`src/rtl/ctrl_pkg.sv`:
```
// Shared definitions for the RV32I multi-cycle sequencer: state encoding,
// OPDecoder class bit positions, branch funct3 values and halt causes.
package ctrl_pkg;

    typedef enum logic [2:0] {
        ST_FETCH  = 3'd0,
        ST_DECODE = 3'd1,
        ST_EXEC   = 3'd2,
        ST_MEM    = 3'd3,
        ST_WB     = 3'd4,
        ST_HALT   = 3'd5
    } state_e;

    localparam int C_J   = 0;
    localparam int C_IJ  = 1;
    localparam int C_UL  = 2;
    localparam int C_UA  = 3;
    localparam int C_B   = 4;
    localparam int C_R   = 5;
    localparam int C_S   = 6;
    localparam int C_IA  = 7;
    localparam int C_IL  = 8;
    localparam int C_RSV = 9;

    localparam logic [2:0] F3_BEQ  = 3'b000;
    localparam logic [2:0] F3_BNE  = 3'b001;
    localparam logic [2:0] F3_BLT  = 3'b100;
    localparam logic [2:0] F3_BGE  = 3'b101;
    localparam logic [2:0] F3_BLTU = 3'b110;
    localparam logic [2:0] F3_BGEU = 3'b111;

    // funct3 of SRL/SRA and SRLI/SRAI, where bit 30 picks the arithmetic form.
    localparam logic [2:0] F3_SR   = 3'b101;

    typedef enum logic [1:0] {
        ERR_NONE    = 2'd0,
        ERR_ILLEGAL = 2'd1,
        ERR_TIMEOUT = 2'd2
    } err_e;

    function automatic logic is_onehot10(input logic [9:0] v);
        return (v != 10'd0) && ((v & (v - 10'd1)) == 10'd0);
    endfunction

endpackage

```
`src/rtl/branch_cond.sv`:
```
// Branch outcome from funct3 and the rs1/rs2 comparator flags; funct3 values
// 010 and 011 have no branch meaning and are flagged illegal.
module branch_cond
    import ctrl_pkg::*;
(
    input  logic [2:0] funct3,
    input  logic       EQ,
    input  logic       LS,
    input  logic       LU,
    output logic       taken,
    output logic       illegal
);

    always_comb begin
        taken   = 1'b0;
        illegal = 1'b0;
        case (funct3)
            F3_BEQ:  taken = EQ;
            F3_BNE:  taken = !EQ;
            F3_BLT:  taken = LS;
            F3_BGE:  taken = !LS;
            F3_BLTU: taken = LU;
            F3_BGEU: taken = !LU;
            default: illegal = 1'b1;
        endcase
    end

endmodule

```
`src/rtl/multicycle_ctrl.sv`:
```
// Multi-cycle sequencer for the RV32I core: FETCH/DECODE/EXEC/MEM/WB with a
// bus-timeout watchdog, illegal-instruction halt and retired-instruction count.
module multicycle_ctrl
    import ctrl_pkg::*;
#(
    parameter int MEM_TIMEOUT = 255,
    parameter int CNT_W       = 32
) (
    input  logic             CLK,
    input  logic             RST_N,
    input  logic [31:0]      INSN,
    input  logic [9:0]       Code,
    input  logic             EQ,
    input  logic             LS,
    input  logic             LU,
    input  logic             mem_ready,
    output logic             ir_we,
    output logic             mem_req,
    output logic             mem_we,
    output logic             addr_sel,
    output logic             pc_next_sel,
    output logic             pc_alu_sel,
    output logic             sub_sra,
    output logic             rd_we,
    output logic             pc_we,
    output logic             retired,
    output logic [CNT_W-1:0] instret,
    output logic             halted,
    output logic [1:0]       err_code
);

    localparam logic [7:0] TIMEOUT_CYCLES = 8'(MEM_TIMEOUT);

    state_e           state_q, state_d;
    logic [9:0]       code_q, code_d;
    logic             taken_q, taken_d;
    logic [7:0]       wait_q, wait_d;
    logic [CNT_W-1:0] instret_q, instret_d;
    err_e             err_q, err_d;

    logic [2:0] funct3;
    logic       bc_taken;
    logic       bc_illegal;
    logic       decode_illegal;
    logic       wait_expired;
    logic       unused_insn;

    assign funct3      = INSN[14:12];
    assign unused_insn = ^{INSN[31], INSN[29:15], INSN[11:0]};

    branch_cond u_branch_cond (
        .funct3  (funct3),
        .EQ      (EQ),
        .LS      (LS),
        .LU      (LU),
        .taken   (bc_taken),
        .illegal (bc_illegal)
    );

    assign decode_illegal = !is_onehot10(Code) || Code[C_RSV] || (Code[C_B] && bc_illegal);
    assign wait_expired   = (wait_q + 8'd1) == TIMEOUT_CYCLES;

    // The wait counter is zeroed on every transition so each memory state starts fresh.
    always_comb begin
        state_d   = state_q;
        code_d    = code_q;
        taken_d   = taken_q;
        wait_d    = wait_q;
        instret_d = instret_q;
        err_d     = err_q;
        case (state_q)
            ST_FETCH, ST_MEM: begin
                if (mem_ready) begin
                    state_d = (state_q == ST_FETCH) ? ST_DECODE : ST_WB;
                    wait_d  = 8'd0;
                end else if (wait_expired) begin
                    state_d = ST_HALT;
                    err_d   = ERR_TIMEOUT;
                    wait_d  = 8'd0;
                end else begin
                    wait_d = wait_q + 8'd1;
                end
            end
            ST_DECODE: begin
                code_d = Code;
                if (decode_illegal) begin
                    state_d = ST_HALT;
                    err_d   = ERR_ILLEGAL;
                end else begin
                    state_d = ST_EXEC;
                end
            end
            ST_EXEC: begin
                taken_d = bc_taken;
                state_d = (code_q[C_IL] || code_q[C_S]) ? ST_MEM : ST_WB;
            end
            ST_WB: begin
                instret_d = instret_q + CNT_W'(1);
                state_d   = ST_FETCH;
            end
            ST_HALT: begin
                state_d = ST_HALT;
            end
            default: begin
                state_d = ST_FETCH;
                wait_d  = 8'd0;
            end
        endcase
    end

    always_ff @(posedge CLK or negedge RST_N) begin
        if (!RST_N) begin
            state_q   <= ST_FETCH;
            code_q    <= 10'd0;
            taken_q   <= 1'b0;
            wait_q    <= 8'd0;
            instret_q <= '0;
            err_q     <= ERR_NONE;
        end else begin
            state_q   <= state_d;
            code_q    <= code_d;
            taken_q   <= taken_d;
            wait_q    <= wait_d;
            instret_q <= instret_d;
            err_q     <= err_d;
        end
    end

    // Outputs decode the registered state; reset forces them low at once so an
    // in-flight memory request is dropped without waiting for a clock edge.
    always_comb begin
        ir_we       = 1'b0;
        mem_req     = 1'b0;
        mem_we      = 1'b0;
        addr_sel    = 1'b0;
        pc_next_sel = 1'b0;
        pc_alu_sel  = 1'b0;
        sub_sra     = 1'b0;
        rd_we       = 1'b0;
        pc_we       = 1'b0;
        retired     = 1'b0;
        halted      = 1'b0;
        case (state_q)
            ST_FETCH: begin
                mem_req = 1'b1;
                ir_we   = mem_ready;
            end
            ST_EXEC: begin
                pc_alu_sel = code_q[C_J] || code_q[C_UA] || code_q[C_B];
                if (code_q[C_R]) begin
                    sub_sra = INSN[30];
                end else if (code_q[C_IA] && (funct3 == F3_SR)) begin
                    sub_sra = INSN[30];
                end
            end
            ST_MEM: begin
                mem_req  = 1'b1;
                addr_sel = 1'b1;
                mem_we   = code_q[C_S];
            end
            ST_WB: begin
                pc_we       = 1'b1;
                retired     = 1'b1;
                rd_we       = !(code_q[C_B] || code_q[C_S]);
                pc_next_sel = code_q[C_J] || code_q[C_IJ] || (code_q[C_B] && taken_q);
            end
            ST_HALT: begin
                halted = 1'b1;
            end
            default: begin
                halted = 1'b0;
            end
        endcase
        if (!RST_N) begin
            ir_we       = 1'b0;
            mem_req     = 1'b0;
            mem_we      = 1'b0;
            addr_sel    = 1'b0;
            pc_next_sel = 1'b0;
            pc_alu_sel  = 1'b0;
            sub_sra     = 1'b0;
            rd_we       = 1'b0;
            pc_we       = 1'b0;
            retired     = 1'b0;
            halted      = 1'b0;
        end
    end

    assign instret  = instret_q;
    assign err_code = err_q;

endmodule

```
`config.mk`:
```
export PLATFORM = sky130hd
export DESIGN_NAME = multicycle_ctrl
export DESIGN_NICKNAME = d
export VERILOG_FILES = /design/src/rtl/ctrl_pkg.sv /design/src/rtl/branch_cond.sv /design/src/rtl/multicycle_ctrl.sv
export SDC_FILE = /design/constraint.sdc
export NUM_CORES = 1
export LEC_CHECK = 0
export CAP_MARGIN = 20
export CORE_MARGIN = 3
export CORE_UTILIZATION = 42
export DETAILED_ROUTE_END_ITERATION = 10
export PLACE_DENSITY_LB_ADDON = 0.2
export SYNTH_ARGS = -nofsm -noshare
export SYNTH_HDL_FRONTEND = slang
export SYNTH_SLANG_ARGS = --single-unit
```
`constraint.sdc`:
```
create_clock -name CLK -period 1.8 [get_ports CLK]
set_input_delay 0.36 -clock CLK [delete_from_list [all_inputs] [get_ports CLK]]
set_output_delay 0.36 -clock CLK [all_outputs]
set_load 0.02 [all_outputs]
```
==> results of run 1 <==
metal layers:
metal | up-vias | track usage
met2 | 56 | 0.3114
met3 | 8 | 0.03724
met1 | 1289 | 0.2515
met4 | 0 | 0.05495
li1 | 1265 | -
met5 | - | 0
state kept, by name, summed over array words and instances (netlist names):
register / flops
instret: 32
state_q: 3
code_q: 8
wait_q: 8
err_code: 2
taken_q: 1
stage by stage:
stage / power [uW] / hold slack (ps) / cell area (um^2) / std cells
after CTS: 4053 / 57.72 / 4197 / 481
after global placement: 3092 / 406.8 / 4009 / 469
after detailed placement: 3126 / 392.7 / 4009 / 469
final: 4209 / 104.4 / 4457 / 489
after floorplan: 2365 / 64.41 / 2873 / 276
after global routing: 4445 / 110.1 / 4457 / 489
cell families after synthesis:
kind of cell,synth area share
AND/OR/NAND/NOR,0.2497
flip-flops,0.4731
AO/OA/AOI/OAI,0.08936
XOR/XNOR,0.1104
buffers and inverters,0.02146
multiplexers,0.04293
adder cells (fa/ha/maj),0.01314
power by group through the flow:
stage / logic (uW) / registers [uW] / clock network (uW)
floorplan: 659 / 1710 / 0
global route: 1840 / 1670 / 936
global placement: 1460 / 1630 / 0
CTS: 1530 / 1620 / 897
detailed placement: 1490 / 1640 / 0
finish: 1690 / 1640 / 874
area by class of cell:
type                            count  area, um^2
Clock buffer                        6       82.58
Clock inverter                      2       38.79
Fill cell                         497        2002
Inverter                            8       30.03
Multi-Input combinational cell    208        1645
Sequential cell                    54        1356
Tap cell                           77       96.34
Timing Repair Buffer              134        1207
synthesized netlist by cell type, types with 8 or more instances:
master	n	area share
xnor2_1	21	0.064
nand4_1	11	0.024
inv_1	8	0.011
xor2_1	15	0.046
nand2_1	18	0.024
mux2_2	10	0.039
nor3_1	13	0.023
a21oi_1	11	0.019
dfrtp_1	54	0.47
nor2_1	20	0.026
nand3_1	16	0.028
worst register-to-register path, delay by kind of cell (launching register included):
family                 cells  cell delay, ps
flip-flops                 1             500
AND/OR/NAND/NOR            4             820
XOR/XNOR                   1             200
buffers and inverters      2             290
final timing paths:
kind	from	endpoint	depth (start not counted)
min in group CLK	instret[31]	instret[31]	1
min reg2reg	instret[31]	instret[31]	1
max	state_q[0]	instret[28]	7
min	RST_N	err_code[0]	2
max reg2reg	state_q[0]	instret[28]	7
max in group asynchronous	RST_N	wait_q[5]	2
what timing repair did:
action	CTS	global route
pin swaps	16	22
setup buffers	4	9
setup endpoints to repair	31	51
gates resized for setup	73	62
==> metrics.csv, run 1 <==
metric,value,unit
p_comb_frac,0.402,
antenna_cells,0,
clk_pin_slew,100,ps
ios,93,
die_h,88.47,um
power_frac_seq,0.391,
met3WireLength,327,um
die_area,0.007827,mm^2
crit_family,simple AND/OR/NAND/NOR gates,
mostFrequentLayoutCell,buf_4,
vias,2618,
peakVddDrop,760.4,uV
portBuffers,64,
rsz0062_at_grt,yes,
maxCapViolCount,0,
syn_area_per_cell,10.35,um^2
grt_max_degree,29,
wl_met2,3768,um
final.setup.tns,-659.1,ps
wirelength,7433,um
core,0.006459,mm^2
drc_errors,0,
post-place-ws,-564.2,ps
finish.utilization,0.6900,
p_sw_frac,0.3300,
drive_above_1_share,0.3665,
synth_cells,276,
crit_arrival,2120,ps
drt-met1-wl,3252,um
grt_use_total,0.1883,
period_share,1.052,
hold_buffers,0,
gp_congestion,0.8027,
worst_pin_slew,352.2,ps
worst_path_largest_cell_delay,500,ps
crit_path_start_kind,flop,
p_switching,1389,uW
synth_seq_cells,54,
cts.sinks,54,
criticalPathCategory,flop to flop,
synth_cell_types,49,
cts_tree,done,
clock_power_share,0.208,
gr-total-overflow,0,
cts_buffers,5,
final-max-slew-violation-count,0,
critPathBufInv,2,
first_global_vias,2533,
htreeDepth,2,
rows,29,
crit_chain,"buf_6, and4bb_2, nand4_4, buf_6, nand3b_1, nor2_2, xor2_1",
drtIter0Drc,74,
root_buffer,clkbuf_8,
synth-edff-count,0,
yosysWarnings,0,
grt_pass1_wl,11800,um
clock.fmax,0.5279,GHz
drtAntennaViolNets,0,
synth_area,0.002856,mm^2
powerDensity,944.4,mW/mm^2
dr.pass1.iters,4,
period_minus_slack,1894,ps
viasPerCell,5.354,
p_int,2820,uW
required,2020,ps
crit_fanout,6,
synth-main-ff-cell,dfrtp_1,
syn_to_final_growth,56.02,%
status,finished with violations,
r2r_slack,-90,ps
final-setup-viol-count,17,
hold_class,primary input to async pin,
clockBufferDepth,2,
finalWorstSetupSlack,-94.44,ps
final_cell_mix,"67 x buf_4, 50 x dfrtp_1, 36 x clkdlybuf4s50_1",
clkLatencyLatePin,310,ps
failed_checks,setup timing,
skew,8.708,ps
synth_nets,327,
antenna_found_initial,0,
p_leak,0.002224,uW
nNetsFinal,462,
finalHoldViolCount,0,
die_w,88.47,um
async_flop_share,1.000,
wl_per_cell,15.20,um
crit_path_end_kind,flop,
critical_path.most_common_cell,buf_6,
place_hpwl,5170,um
initial_core_util,0.4423,
relSlewSlack,0.7652,
slowest_stage,dfrtp_2,
highest_layer,met4,
seq_area_frac_synth,0.4731,
Note: power is estimated with default switching activity, not from simulation.
==> run 2, diff against run 1 <==
--- a/config.mk
+++ b/config.mk
@@ -9,6 +9,7 @@
 export CORE_MARGIN = 3
 export CORE_UTILIZATION = 42
 export DETAILED_ROUTE_END_ITERATION = 10
+export GPL_ROUTABILITY_DRIVEN = 0
 export PLACE_DENSITY_LB_ADDON = 0.2
 export SYNTH_ARGS = -nofsm -noshare
 export SYNTH_HDL_FRONTEND = slang
==> results of run 2 <==
The final DEF is identical to that of run 1; final timing and power are the same.
